--- src/rtl/muldiv_pkg.sv ---
// Shared types, Funct3 encodings and decode helpers for the RV32M multiply/divide sequencer.
package muldiv_pkg;

    typedef enum logic [2:0] {
        S_IDLE,
        S_PREP,
        S_RUN,
        S_FIX,
        S_DONE
    } state_t;

    localparam logic [2:0] F3_MUL    = 3'b000;
    localparam logic [2:0] F3_MULH   = 3'b001;
    localparam logic [2:0] F3_MULHSU = 3'b010;
    localparam logic [2:0] F3_MULHU  = 3'b011;
    localparam logic [2:0] F3_DIV    = 3'b100;
    localparam logic [2:0] F3_DIVU   = 3'b101;
    localparam logic [2:0] F3_REM    = 3'b110;
    localparam logic [2:0] F3_REMU   = 3'b111;

    function automatic logic is_div(input logic [2:0] f3);
        return f3[2];
    endfunction

    function automatic logic is_signed_a(input logic [2:0] f3);
        return (f3 == F3_MULH) || (f3 == F3_MULHSU) || (f3 == F3_DIV) || (f3 == F3_REM);
    endfunction

    // MULHSU treats rs2 as unsigned, so it is absent here.
    function automatic logic is_signed_b(input logic [2:0] f3);
        return (f3 == F3_MULH) || (f3 == F3_DIV) || (f3 == F3_REM);
    endfunction

endpackage

--- src/rtl/muldiv_step.sv ---
// One combinational iteration: shift-add multiply step or restoring divide step on a
// double-width accumulator {high, low}.
module muldiv_step #(
    parameter int XLEN = 32
) (
    input  logic                mode,
    input  logic [2*XLEN-1:0]   acc,
    input  logic [XLEN-1:0]     operand,
    output logic [2*XLEN-1:0]   next_acc
);

    logic [XLEN:0]   sum;
    logic [XLEN:0]   rem_sh;
    logic [XLEN-1:0] diff;
    logic            ge;

    always_comb begin
        sum    = {1'b0, acc[2*XLEN-1:XLEN]} + (acc[0] ? {1'b0, operand} : {(XLEN+1){1'b0}});
        // The shifted partial remainder can need one extra bit before the compare.
        rem_sh = acc[2*XLEN-1:XLEN-1];
        ge     = rem_sh >= {1'b0, operand};
        diff   = rem_sh[XLEN-1:0] - operand;
        if (mode) begin
            if (ge) begin
                next_acc = {diff, acc[XLEN-2:0], 1'b1};
            end else begin
                next_acc = {acc[2*XLEN-2:0], 1'b0};
            end
        end else begin
            next_acc = {sum, acc[XLEN-1:1]};
        end
    end

endmodule

--- src/rtl/muldiv_sequencer.sv ---
// Multi-cycle RV32M multiply/divide unit: magnitude prep, XLEN iterations of muldiv_step,
// then a sign fix-up into a registered result. Stalls the pipeline while busy.
module muldiv_sequencer
    import muldiv_pkg::*;
#(
    parameter int XLEN = 32
) (
    input  logic            clk,
    input  logic            rst_n,
    input  logic            Start,
    input  logic [2:0]      Funct3,
    input  logic [XLEN-1:0] SrcA,
    input  logic [XLEN-1:0] SrcB,
    input  logic            Flush,
    output logic            Stall,
    output logic            Busy,
    output logic            Done,
    output logic [XLEN-1:0] Result
);

    localparam int CNTW = $clog2(XLEN) + 1;

    state_t              state;
    logic [2:0]          op_f3;
    logic [XLEN-1:0]     op_a;
    logic [XLEN-1:0]     op_b;
    logic [XLEN-1:0]     operand;
    logic [2*XLEN-1:0]   acc;
    logic [2*XLEN-1:0]   step_acc;
    logic                neg_res;
    logic [CNTW-1:0]     cnt;

    logic                accept;
    logic                sign_a;
    logic                sign_b;
    logic [XLEN-1:0]     mag_a;
    logic [XLEN-1:0]     mag_b;
    logic                div_zero;
    logic                div_ovf;
    logic [XLEN-1:0]     special_word;
    logic [2*XLEN-1:0]   prod;
    logic [XLEN-1:0]     word;
    logic [XLEN-1:0]     fix_word;

    assign accept = Start & ((state == S_IDLE) || (state == S_DONE)) & ~Flush;
    assign Stall  = accept | (state == S_PREP) | (state == S_RUN) | (state == S_FIX);
    assign Busy   = (state != S_IDLE);

    always_comb begin
        sign_a   = is_signed_a(op_f3) & op_a[XLEN-1];
        sign_b   = is_signed_b(op_f3) & op_b[XLEN-1];
        mag_a    = sign_a ? -op_a : op_a;
        mag_b    = sign_b ? -op_b : op_b;
        div_zero = (op_b == {XLEN{1'b0}});
        div_ovf  = ((op_f3 == F3_DIV) || (op_f3 == F3_REM))
                   && (op_a == {1'b1, {(XLEN-1){1'b0}}})
                   && (op_b == {XLEN{1'b1}});
        // Overflow quotient equals the dividend (most negative value).
        if (div_zero) begin
            special_word = op_f3[1] ? op_a : {XLEN{1'b1}};
        end else begin
            special_word = op_f3[1] ? {XLEN{1'b0}} : op_a;
        end
    end

    always_comb begin
        prod = neg_res ? -acc : acc;
        word = op_f3[1] ? acc[2*XLEN-1:XLEN] : acc[XLEN-1:0];
        if (is_div(op_f3)) begin
            fix_word = neg_res ? -word : word;
        end else begin
            fix_word = (op_f3 == F3_MUL) ? prod[XLEN-1:0] : prod[2*XLEN-1:XLEN];
        end
    end

    muldiv_step #(
        .XLEN(XLEN)
    ) u_step (
        .mode     (is_div(op_f3)),
        .acc      (acc),
        .operand  (operand),
        .next_acc (step_acc)
    );

    always_ff @(posedge clk or negedge rst_n) begin
        if (!rst_n) begin
            state   <= S_IDLE;
            op_f3   <= 3'b000;
            op_a    <= {XLEN{1'b0}};
            op_b    <= {XLEN{1'b0}};
            operand <= {XLEN{1'b0}};
            acc     <= {(2*XLEN){1'b0}};
            neg_res <= 1'b0;
            cnt     <= {CNTW{1'b0}};
            Done    <= 1'b0;
            Result  <= {XLEN{1'b0}};
        end else if (Flush) begin
            state <= S_IDLE;
            Done  <= 1'b0;
        end else begin
            case (state)
                S_IDLE: begin
                    if (Start) begin
                        op_f3 <= Funct3;
                        op_a  <= SrcA;
                        op_b  <= SrcB;
                        state <= S_PREP;
                    end
                end
                S_PREP: begin
                    if (is_div(op_f3) && (div_zero || div_ovf)) begin
                        Result <= special_word;
                        Done   <= 1'b1;
                        state  <= S_DONE;
                    end else begin
                        if (is_div(op_f3)) begin
                            acc     <= {{XLEN{1'b0}}, mag_a};
                            operand <= mag_b;
                            neg_res <= op_f3[1] ? sign_a : (sign_a ^ sign_b);
                        end else begin
                            acc     <= {{XLEN{1'b0}}, mag_b};
                            operand <= mag_a;
                            neg_res <= sign_a ^ sign_b;
                        end
                        cnt   <= CNTW'(XLEN);
                        state <= S_RUN;
                    end
                end
                S_RUN: begin
                    acc <= step_acc;
                    cnt <= cnt - 1'b1;
                    if (cnt == CNTW'(1)) begin
                        state <= S_FIX;
                    end
                end
                S_FIX: begin
                    Result <= fix_word;
                    Done   <= 1'b1;
                    state  <= S_DONE;
                end
                S_DONE: begin
                    Done <= 1'b0;
                    if (Start) begin
                        op_f3 <= Funct3;
                        op_a  <= SrcA;
                        op_b  <= SrcB;
                        state <= S_PREP;
                    end else begin
                        state <= S_IDLE;
                    end
                end
                default: state <= S_IDLE;
            endcase
        end
    end

endmodule

--- config.mk ---
export PLATFORM = sky130hd
export DESIGN_NAME = muldiv_sequencer
export DESIGN_NICKNAME = d
export VERILOG_FILES = /design/src/rtl/muldiv_pkg.sv /design/src/rtl/muldiv_step.sv /design/src/rtl/muldiv_sequencer.sv
export SDC_FILE = /design/constraint.sdc
export NUM_CORES = 1
export LEC_CHECK = 0
export CAP_MARGIN = 20
export CELL_PAD_IN_SITES_DETAIL_PLACEMENT = 0
export CELL_PAD_IN_SITES_GLOBAL_PLACEMENT = 2
export CORE_MARGIN = 3
export CORE_UTILIZATION = 41
export CTS_CLUSTER_DIAMETER = 100
export CTS_CLUSTER_SIZE = 25
export DETAILED_ROUTE_END_ITERATION = 8
export PLACE_DENSITY_LB_ADDON = 0.1
export SETUP_SLACK_MARGIN = 0.5
export SYNTH_ARGS = -nofsm -noshare
export SYNTH_HDL_FRONTEND = slang
export SYNTH_HIERARCHICAL = 1
export SYNTH_SLANG_ARGS = --single-unit
--- constraint.sdc ---
create_clock -name clk -period 7.71 [get_ports clk]
set_clock_uncertainty 0.15 [all_clocks]
set_input_delay 1.9275 -clock clk [delete_from_list [all_inputs] [get_ports clk]]
set_output_delay 1.9275 -clock clk [all_outputs]
set_load 0.1 [all_outputs]
# After elaboration in Yosys (flattened, before gate mapping)
# Index checks and enable logic that the tools add are counted.
dict set report totals {
  regBits 206
  latchBits 0
  ramBits 0
  romBits 0
  input_bits 71
  out_inout_bits 35
  wordCells 101
  mem_count 0
}
dict set report op_classes {
  add_sub_neg 7
  mul 0
  div_mod_pow 0
  magnitude_cmp 1
  n_eq_ne 16
  shifts 0
  n_mux 32
  bitwise 10
  n_reduce_logical 25
}
# op count
set op_table {}
lappend op_table {{$mux W32} 13}
lappend op_table {{$mux W64} 4}
lappend op_table {{$pmux W64 S2} 1}
lappend op_table {{$neg A32 Y32} 3}
lappend op_table {{$eq A32 B32 Y1 const B} 2}
lappend op_table {{$neg A64 Y64} 1}
lappend op_table {{$pmux W32 S2} 1}
lappend op_table {{$add A32 B33 Y33} 1}
lappend op_table {{$ge A33 B32 Y1} 1}
lappend op_table {{$logic_not A32 Y1} 1}
lappend op_table {{$sub A32 B32 Y32} 1}
lappend op_table {{$pmux W3 S5} 1}
lappend op_table {{$mux W3} 4}
lappend op_table {{$pmux W6 S2} 1}
lappend op_table {{$reduce_and A3 Y1} 4}
lappend op_table {{$eq A3 B2 Y1 const B} 3}
lappend op_table {{$eq A3 B3 Y1 const B} 3}
lappend op_table {{$logic_or A1 B1 Y1} 8}
lappend op_table {{$eq A3 B1 Y1 const B} 2}
lappend op_table {{$eq A6 B1 Y1 const B} 1}
lappend op_table {{$logic_not A3 Y1} 2}
lappend op_table {{$mux W6} 1}
lappend op_table {{$ne A3 B2 Y1 const B} 2}
lappend op_table {{$sub A6 B1 Y6 const B} 1}
lappend op_table {{other kinds (15)} 29}

# Depth between registers and ports, before layout
# Gate-level depths: netlist (run 1).
dict set report depth {
  word_depth 9
  mapped_depth 15
  depth_no_buf 15
}

# By module
# Netlist (run 1), hierarchy kept.
# module n_inst cells_each area_each_um2
set modules_own_cells {}
lappend modules_own_cells {muldiv_sequencer 1 1659 14405.1}
lappend modules_own_cells {muldiv_step 1 671 4698.3}

# Worst setup path after synthesis (run 1)
# OpenSTA, ideal clock, no wires.
dict set report synth_path {
  path_kind {input to output}
  from {input Flush}
  to {output Stall}
  t_arrival_ns 3.610
  required_ns 5.633
  setup_slack_ns 2.023
  cell_stages 5
  n_path_buf 3
  cell_sequence {clkbuf_1 nor4b_1 clkbuf_1 clkbuf_1 o21bai_1}
}
dict set report synth_via {
  elab_chain_cells 5
}
# item line_no
set synth_lines {}
lappend synth_lines {{from (decl)} muldiv_sequencer.sv:14} ;# input logic Flush,
lappend synth_lines {{$not A1 Y1 (no source line)} -}
lappend synth_lines {{$and A1 B1 Y1} muldiv_sequencer.sv:45} ;# assign accept = Start & ((state == S_IDLE) || (state == S_DONE)) & ~Flush;
lappend synth_lines {{$or A1 B1 Y1 (3 in series)} muldiv_sequencer.sv:46} ;# assign Stall = accept | (state == S_PREP) | (state == S_RUN) | (state == S_FIX);
lappend synth_lines {{to (decl)} muldiv_sequencer.sv:15} ;# output logic Stall,
# Every way passes these cells.

# Worst setup path after layout (run 1)
# Same ends and word-level chain as after synthesis.

==> results of run 1 <==
## power by group
part	leakage (nW)	switching (mW)	internal, mW
Combinational	5.83	4.17	2.61
Clock	0.218	0.445	0.401
Sequential	2.53	0.952	1.47
Total	8.57	5.56	4.48
## per-stage QoR
step	worst slack [ps]	total power, mW	util (%)	instance area, um^2	hold slack [ps]
5_1_grt	2225	10.69	46.10	21060	370.6
3_5_place_dp	2312	9.057	45.10	20600	323.7
2_1_floorplan	2023	6.949	-	19100	303.1
4_1_cts	2307	9.932	46.10	21060	349.3
3_3_place_gp	2313	9.013	45.10	20600	316.9
6_report	2310	10.05	46.10	21060	344.2
## worst paths after layout
check | cells after the start | slack, ps | from | endpoint
worst min register to register | 2 | 340 | Result[19] | Result[19]
worst max register to register | 10 | 2930 | op_b[8] | acc[25]
max in group asynchronous | 2 | 4980 | rst_n | op_f3[2]
worst min-delay path | 2 | 340 | Result[19] | Result[19]
min in group asynchronous | 1 | 1210 | rst_n | Result[30]
worst max-delay path | 4 | 2310 | Flush | Stall
## worst reg2reg max path, stage by stage, from the launching register on
cell,delay [ps]
dfrtp_1,470
or4_4,600
or4_1,670
or4_1,770
o21ai_2,180
a21boi_2,80
buf_4,270
nor2_4,140
buf_4,580
inv_1,400
o221a_2,370
## metal layers
layer	vias up	part of all wire [%]	track usage [%]	wire length, um
met5	-	0	0	0
met4	0	3.1	8.834	2436
met3	110	6.3	3.932	4957
met2	721	45	49.08	35520
met1	9290	45	43.95	35530
li1	8606	-	-	-
## registers in the layout, indices dropped and copies added, names as in the netlist, 3 cells and up
| register | flops |
|---|---|
| acc | 64 |
| Result | 32 |
| op_a | 32 |
| op_b | 32 |
| operand | 32 |
| cnt | 6 |
| op_f3 | 3 |
| state | 3 |
## kinds of logic after synthesis
family	share of synthesized area [%]
AO/OA/AOI/OAI	23.82
XOR/XNOR	7.886
AND/OR/NAND/NOR	19.66
flip-flops	26.98
buffers and inverters	5.482
multiplexers	11.30
adder cells (fa/ha/maj)	4.860
## layout make-up
class / instances / share of cell area, %
Timing Repair Buffer: 150 / 6.667
Inverter: 92 / 1.664
Clock inverter: 4 / 0.3327
Clock buffer: 19 / 1.854
Sequential cell: 206 / 24.52
Tap cell: 600 / 3.565
Multi-Input combinational cell: 1864 / 61.40
## layout by cell type (no fill, tap or decap), drive strengths merged, types with 8 or more instances in the layout
cell type | Yosys | layout
a21oi | 155 | 155
xnor2 | 106 | 106
dfrtp | 206 | 206
clkbuf | 126 | 19
or4 | 23 | 23
o211ai | 27 | 27
a31oi | 35 | 35
a22o | 34 | 34
nor2 | 162 | 162
o31ai | 29 | 29
nand4 | 32 | 32
o41ai | 20 | 20
nor3b | 9 | 9
ha | 71 | 71
nor4 | 38 | 38
nand2 | 182 | 182
o21bai | 10 | 10
mux2 | 110 | 110
or2 | 17 | 17
mux2i | 92 | 92
o22ai | 26 | 26
buf | 42 | 47
and3 | 15 | 15
a31o | 8 | 8
or3 | 36 | 36
nand2b | 22 | 22
a221oi | 15 | 15
inv | 90 | 91
nand3 | 56 | 56
clkdlybuf4s50 | 0 | 103
a211oi | 20 | 20
and2 | 41 | 41
o21a | 17 | 17
nor3 | 63 | 63
xor2 | 66 | 66
o21ai | 154 | 154
a21o | 47 | 47
==> impl_metrics.csv, run 1 <==
group,metric,value,unit
outcome,status,"finished, final reports clean",
timing,worstMarginPinSlew,1071,ps
place,gp_congestion,1.021,
timing,slew_violations,0,
floorplan,die_w,221.9,um
setup_path,critPathSlowestCell,"clkdlybuf4s50_1",
synthesis,syn_area,19100,um^2
synthesis,yosysWarnings,6,
clock_network,cts-root-buf,"clkbuf_16",
floorplan,coreArea,45670,um^2
clock_network,cts.sinks,206,
clock_network,holdBufCountCts,0,
grt,antenna_found_initial,1,
setup_path,path_buf_inv,2,
power,power_leakage,8.574,nW
timing,hold_viol_final,0,
min_path,hold_class,"reg -> reg",
setup_path,start_kind,"input pin",
final_layout,area_delta_synth_final,10.23,%
final_layout,drive_gt1_share,10.54,%
synthesis,postSynthAreaPerCell,8.199,um^2
floorplan,ios,106,
clock_network,cts_tree,"yes",
synthesis,ys_seq_elements,206,
final_layout,seqCellArea,5164,um^2
detailed_routing,dr.pass1.iters,6,
clock_network,clock_latency,530,ps
setup_path,path_cells,"clkdlybuf4s50_1 -> nor4b_2 -> o21bai_1 -> buf_4",
grt,grtUsageTotal,30.83,%
run,maxCapViolations,0,
floorplan,die_y,221.9,um
synthesis,yosysTopAreaCellShare,26.98,%
final_layout,n_antenna_cell,0,
setup_path,crit_required,5630,ps
setup_path,crit_path_max_fanout,8,
detailed_routing,drc,0,
power,ir_drop,281.7,uV
final_layout,final_cells,2935,
synthesis,yosysMostFrequentCell,"dfrtp_1",
clock_network,cts.htree.levels,1,
detailed_routing,drt-total-wl,78440,um
place,dpl.hpwl,59710,um
synthesis,syn_nets,2474,
detailed_routing,routed_via_density,6.381,
synthesis,yosysTopAreaCell,"dfrtp_1",
clock_network,path_clk_slew,90,ps
grt,grt_pass1_vias,17672,
synthesis,ys_seq_area_share,26.98,%
clock_network,cts_setup_buffers,0,
grt,grt_pass1_wl,117300,um
detailed_routing,vias,18727,
final_layout,num-fill-cells,4587,
clock_network,cts_made_buffers,14,
clock_network,ctsResizeCount,0,
floorplan,rows,78,
synthesis,ys.flop_type,"dfrtp_1",
place,port-buffer-count,105,
clock_network,cts_buffer_depth,3,
power,powerDensity,477.2,nW/um^2
detailed_routing,post_drt_wl_per_cell,26.73,um
timing,rsz0062_at_grt,"false",
timing,timing.final.crit_share,70.04,%
timing,slew_headroom,28.03,%
floorplan,start_util,41.83,%
timing,min_period,5400,ps
setup_path,crit_type,"in -> out",
synthesis,synth-edff-count,0,
detailed_routing,drt-initial-drc-count,1949,
final_layout,multi_input_area,12930,um^2
synthesis,synthTopCellsByArea,"dfrtp_1 (27%), mux2_2 (6.5%), xnor2_1 (4.9%)",
timing,fmax,0.1852,GHz
setup_path,crit_family,"buffers and inverters",
timing,final-setup-viol-count,0,
final_layout,final_nets,2472,
setup_path,endpoint_kind,"primary output",
grt,grt_start_max_net_pins,124,
setup_path,critical-path-max-stage-delay,600,ps
place,dpl.cell_count,2912,
synthesis,synth_cell_types,96,
timing,fin_tns_setup,0,ps
synthesis,synth_cells,2330,
grt,grt-ovfl-total,0,
floorplan,dieArea,49220,um^2
synthesis,yosys-top-cells-count,"dfrtp_1 (206), nand2_1 (182), nor2_1 (161), a21oi_1 (155), o21ai_0 (149)",
detailed_routing,ant_nets,0,
synthesis,synthArstFlopShare,100.0,%
setup_path,worstPathArrival,3320,ps
No activity file was read; power rests on OpenSTA's default activity.
==> run 2: changes to the inputs <==
--- a/config.mk
+++ b/config.mk
@@ -9,7 +9,7 @@
 export CELL_PAD_IN_SITES_DETAIL_PLACEMENT = 0
 export CELL_PAD_IN_SITES_GLOBAL_PLACEMENT = 2
 export CORE_MARGIN = 3
-export CORE_UTILIZATION = 41
+export CORE_UTILIZATION = 38
 export CTS_CLUSTER_DIAMETER = 100
 export CTS_CLUSTER_SIZE = 25
 export DETAILED_ROUTE_END_ITERATION = 8
==> constraint.sdc (replaced) <==
create_clock -name clk -period 5.5 [get_ports clk]
set_clock_uncertainty 0.15 [all_clocks]
set_input_delay 1.375 -clock clk [delete_from_list [all_inputs] [get_ports clk]]
set_output_delay 1.375 -clock clk [all_outputs]
set_load 0.1 [all_outputs]
==> run 2 against run 1 <==
Compared with the run above: setup slack worse by 1200 ps; wire length increased by 3.0%; sequential share of layout area down 0.36 points; critical path type is now reg -> reg; critical endpoint is now acc[62]; highest routed layer unchanged.
==> impl_metrics.csv, run 2 (synthesis gave the netlist of run 1 again) <==
group,metric,value,unit
detailed_routing,drt-initial-drc-count,2245,
clock_network,ctsResizeCount,0,
timing,fmax,0.2256,GHz
run,maxCapViolations,0,
detailed_routing,dr.pass1.iters,5,
min_path,hold_class,"reg -> reg",
clock_network,clock_latency,530,ps
final_layout,final_nets,2495,
final_layout,final_common_cell,"dfrtp_1",
clock_network,holdBufCountCts,0,
clock_network,path_clk_slew,110,ps
setup_path,crit_type,"reg -> reg",
grt,grt_pass1_vias,17757,
clock_network,cts_buffer_depth,3,
clock_network,cts-root-buf,"clkbuf_16",
floorplan,start_util,38.78,%
setup_path,path_cells,"and2_1 -> ha_1 -> o211ai_1 -> o211ai_1 -> a21oi_1 -> a211oi_1 -> a31oi_1 -> o31ai_1 -> mux2_2 -> a211o_1 -> o21ai_0 -> a22o_1",
clock_network,cts.htree.levels,1,
floorplan,dieArea,53000,um^2
timing,timing.final.crit_share,80.60,%
grt,grt_pass1_wl,119100,um
floorplan,die_w,230.2,um
timing,min_period,4433,ps
detailed_routing,vias,18905,
detailed_routing,routed_via_density,6.252,
timing,worstMarginPinSlew,1028,ps
detailed_routing,drc,0,
clock_network,cts_setup_buffers,0,
setup_path,critical-path-max-stage-delay,690,ps
grt,grt_start_max_net_pins,82,
timing,rsz0062_at_grt,"false",
final_layout,drive_gt1_share,11.54,%
place,gp_congestion,0.9080,
floorplan,rows,81,
timing,slew_violations,0,
setup_path,endpoint_kind,"flip-flop",
final_layout,largest_reg_flops,64,
place,dpl.hpwl,61930,um
clock_network,cts_tree,"yes",
detailed_routing,post_drt_wl_per_cell,26.71,um
timing,hold_viol_final,0,
final_layout,layout_common_cells,"dfrtp_1 (203), nand2_1 (182), nor2_1 (160)",
detailed_routing,drt-total-wl,80760,um
setup_path,cpMostUsedCell,"o211ai_1",
timing,slew_headroom,30.90,%
timing,fin_tns_setup,0,ps
floorplan,ios,106,
setup_path,path_buf_inv,0,
grt,antenna_found_initial,3,
setup_path,crit_required,5800,ps
power,powerDensity,671.5,nW/um^2
final_layout,regMostFlops,"acc",
setup_path,critPathSlowestCell,"dfrtp_1",
grt,grt-ovfl-total,0,
clock_network,cts_made_buffers,14,
outcome,status,"finished, final reports clean",
setup_path,start_kind,"flip-flop",
grt,grtUsageTotal,29.37,%
setup_path,crit_family,"compound AO/OA/AOI/OAI gates",
place,port-buffer-count,105,
setup_path,worstPathArrival,4730,ps
power,ir_drop,339.8,uV
detailed_routing,ant_nets,0,
floorplan,coreArea,49250,um^2
final_layout,area_delta_synth_final,11.88,%
clock_network,cts.sinks,206,
power,power_leakage,8.718,nW
setup_path,crit_path_max_fanout,22,
timing,final-setup-viol-count,0,
floorplan,die_y,230.2,um
timing,finalHoldWorstSlack,347.9,ps
power,p_total,14.35,mW
==> run 2: cell count changes in the layout (fill, tap and decap cells not counted) <==
cell       before  now
buf_4          45   66
buf_12          1    2
bufinv_16       1    2
inv_12          0    2
inv_16          0    1
inv_6           0    1
clkinv_8        2    0
clkbuf_1        4    1
diode_2         0    2
clkbuf_2        0    1
==> run 2: worst register-to-register path, stage by stage, from the launching register on <==
cell	delay, ps
dfrtp_1	690
and2_1	290
ha_1	360
o211ai_1	150
o211ai_1	260
a21oi_1	170
a211oi_1	640
a31oi_1	280
o31ai_1	330
mux2_2	380
a211o_1	260
o21ai_0	200
a22o_1	170
==> run 2: final timing paths <==
kind,from,cells past startpoint,end,slack (ps)
max in group asynchronous,rst_n,2,op_f3[1],3460
hold reg to reg,Result[30],2,Result[30],350
setup reg to reg,acc[0],12,acc[62],1070
hold / removal,Result[30],2,Result[30],350
setup / recovery,acc[0],12,acc[62],1070
min in group asynchronous,rst_n,1,Result[30],650
==> run 2: area by class of cell <==
type                       instances  area (um^2)
timing repair buffer             173         1587
inverter                          92        350.3
sequential                       206         5164
fill                            5060        27880
clock buffer                      16        379.1
clock inverter                     7        128.9
antenna                            2        5.005
multi-input combinational       1864        12930
tap                              664        830.8
==> run 2: report_power, final <==
part,internal [mW],switching [mW],leakage (nW)
Combinational,3.73,6.02,5.95
Sequential,2.06,1.27,2.53
Clock,0.622,0.654,0.243
==> run 2: through the flow <==
stage	setup WS, ps	std cells	util (%)	cell area, um^2
floorplan	917.9	2330	-	19100
global placement	870.6	2998	42.34	20860
detailed placement	847.3	2998	42.34	20860
CTS	999.7	3021	43.37	21360
global route	778.1	3022	43.38	21370
finish	1067	3024	43.39	21370
==> run 2: routing by layer <==
metal	share of wire [%]	vias to the layer above	track usage, %
met3	6.5	102	3.283
met2	45	774	46.74
li1	-	8643	-
met5	0	-	0
met1	45	9386	42.06
met4	3.2	0	8.359
==> run 3: changes to the inputs <==
==> constraint.sdc (replaced) <==
create_clock -name clk -period 4.6 [get_ports clk]
set_clock_uncertainty 0.15 [all_clocks]
set_input_delay 1.15 -clock clk [delete_from_list [all_inputs] [get_ports clk]]
set_output_delay 1.15 -clock clk [all_outputs]
set_load 0.1 [all_outputs]
==> run 3 against run 2 <==
Compared with the run above: global-route usage up 0.54 points; setup slack worse by 470 ps; combinational power up 25%; sequential cell count unchanged.
==> impl_metrics.csv, run 3 (synthesis gave the netlist of run 1 again) <==
group,metric,value,unit
floorplan,start_util,38.78,%
power,swShare,54.99,%
place,dpl.cell_count,3047,
power,p_seq_share,21.5,%
final_layout,finalInstanceArea,21820,um^2
clock_network,cts_tree,"yes",
setup_path,rr_worst_depth,12,
detailed_routing,drc,0,
timing,min_period,4003,ps
clock_network,cts-root-buf,"clkbuf_16",
setup_path,r2r-start,"acc[32]",
final_layout,final_common_cell,"dfrtp_1",
min_path,hold_start,"Result[26]",
place,place_area,21290,um^2
setup_path,crit_required,4850,ps
place,port-buffer-count,105,
clock_network,holdBufCountCts,0,
clock_network,clock_latency,540,ps
place,gp_congestion,0.9456,
floorplan,dieArea,53000,um^2
final_layout,regMostFlops,"acc",
clock_network,cts.htree.levels,1,
detailed_routing,post_drt_wl_per_cell,26.62,um
grt,grtUsageTotal,29.91,%
detailed_routing,drt-total-wl,81820,um
detailed_routing,ant_nets,0,
final_layout,largest_reg_flops,64,
timing,fmax,0.2498,GHz
timing,timing.final.crit_share,87.01,%
final_layout,area_delta_synth_final,14.23,%
outcome,status,"finished, final reports clean",
timing,rsz0062_at_grt,"false",
timing,slew_violations,0,
setup_path,crit_path_max_fanout,11,
final_layout,n_antenna_cell,0,
final_layout,drive_gt1_share,13.57,%
timing,fin_tns_setup,0,ps
setup_path,r2r-end,"acc[59]",
detailed_routing,routed_via_density,6.192,
grt,grt_pass1_vias,17806,
setup_path,endpoint_kind,"flip-flop",
floorplan,coreArea,49250,um^2
power,powerDensity,799.8,nW/um^2
detailed_routing,drt-initial-drc-count,2043,
timing,slew_headroom,31.29,%
min_path,min_to,"Result[26]",
timing,final-setup-viol-count,0,
setup_path,start_kind,"flip-flop",
clock_network,path_clk_slew,90,ps
final_layout,final_nets,2546,
floorplan,ios,106,
grt,grt_start_max_net_pins,122,
power,power_leakage,8.988,nW
clock_network,cts_buffer_depth,3,
grt,grt-ovfl-total,0,
run,maxCapViolations,0,
final_layout,final_cells,3074,
power,combPwrFrac,69.7,%
power,switching_power,9.597,mW
clock_network,cts.sinks,206,
setup_path,critical-path-max-stage-delay,560,ps
detailed_routing,dr.pass1.iters,6,
detailed_routing,vias,19034,
setup_path,crit_family,"compound AO/OA/AOI/OAI gates",
min_path,hold_class,"reg -> reg",
clock_network,cts_made_buffers,15,
power,p_clk_share,8.8,%
floorplan,rows,81,
floorplan,die_y,230.2,um
power,ir_drop,341.9,uV
floorplan,die_w,230.2,um
min_path,hold_path_depth,2,
grt,antenna_found_initial,0,
setup_path,rrSetupSlack,600,ps
timing,hold_viol_final,0,
grt,grt_pass1_wl,120600,um
setup_path,critPathSlowestCell,"dfrtp_1",
timing,worstMarginPinSlew,1020,ps
setup_path,path_buf_inv,0,
setup_path,crit_type,"reg -> reg",
setup_path,worstPathArrival,4260,ps
final_layout,layout_common_cells,"dfrtp_1 (202), nand2_1 (182), nor2_1 (160)",
setup_path,path_cells,"ha_1 -> fa_1 -> a21o_1 -> a211oi_2 -> and4bb_1 -> o211ai_2 -> a211oi_2 -> o211ai_2 -> or4b_1 -> and4_1 -> a221o_1 -> a22o_1",
place,dpl.hpwl,63300,um
power,internal_power,7.856,mW
## run 3: worst max path at each step
stage / cells after the start / from / to / slack (ps)
floorplan: 12 / op_f3[1] / Result[20] / 740
global placement: 13 / acc[0] / acc[59] / 500
detailed placement: 13 / acc[0] / acc[59] / 450
CTS: 13 / acc[0] / acc[59] / 530
global route: 12 / acc[32] / acc[59] / 510
finish: 12 / acc[32] / acc[59] / 600
## run 3: layout make-up
cell class,instances,area [um^2]
timing repair buffer,223,2027
multi-input combinational,1864,12940
tap,664,830.8
clock inverter,8,127.6
clock buffer,17,382.9
inverter,92,350.3
sequential,206,5165
fill,5029,27430
## run 3: stage by stage
step           worst slack (ps)  total power [mW]  utilization [%]  hold WS (ps)
2_1_floorplan             736.1             11.65                -         303.1
3_3_place_gp              497.5             15.63            43.22         311.1
3_5_place_dp              449.7             15.65            43.22         324.3
4_1_cts                   532.4             17.25            44.26         343.5
5_1_grt                   512.4             18.50            44.30         386.0
6_report                  597.5             17.45            44.30         344.3
## run 3: repair_timing
action	4_1_cts	5_1_grt
buffers inserted	0	2
gates cloned	0	0
resized for setup	1	2
setup endpoints to repair	2	4
## run 3: tightest hold or removal path, stage by stage, from the launching register on
cell	delay (ps)
dfrtp_1	360
nand2_1	70
o41ai_2	40
## run 3: metal layers
layer | track usage, % | share of wire [%] | up-vias
met5 | 0 | 0 | -
met4 | 10.07 | 3.7 | 0
met3 | 3.481 | 7.0 | 103
met2 | 46.08 | 44 | 779
met1 | 43.38 | 45 | 9398
li1 | - | - | 8754
## run 3: power by group through the flow
stage | Clock [mW] | Combinational [mW] | Sequential, mW
after floorplan | 0 | 7.75 | 3.90
after global placement | 0 | 11.9 | 3.75
final | 1.54 | 12.2 | 3.75
after global routing | 1.64 | 13.0 | 3.83
after detailed placement | 0 | 11.9 | 3.76
after CTS | 1.58 | 12.0 | 3.72
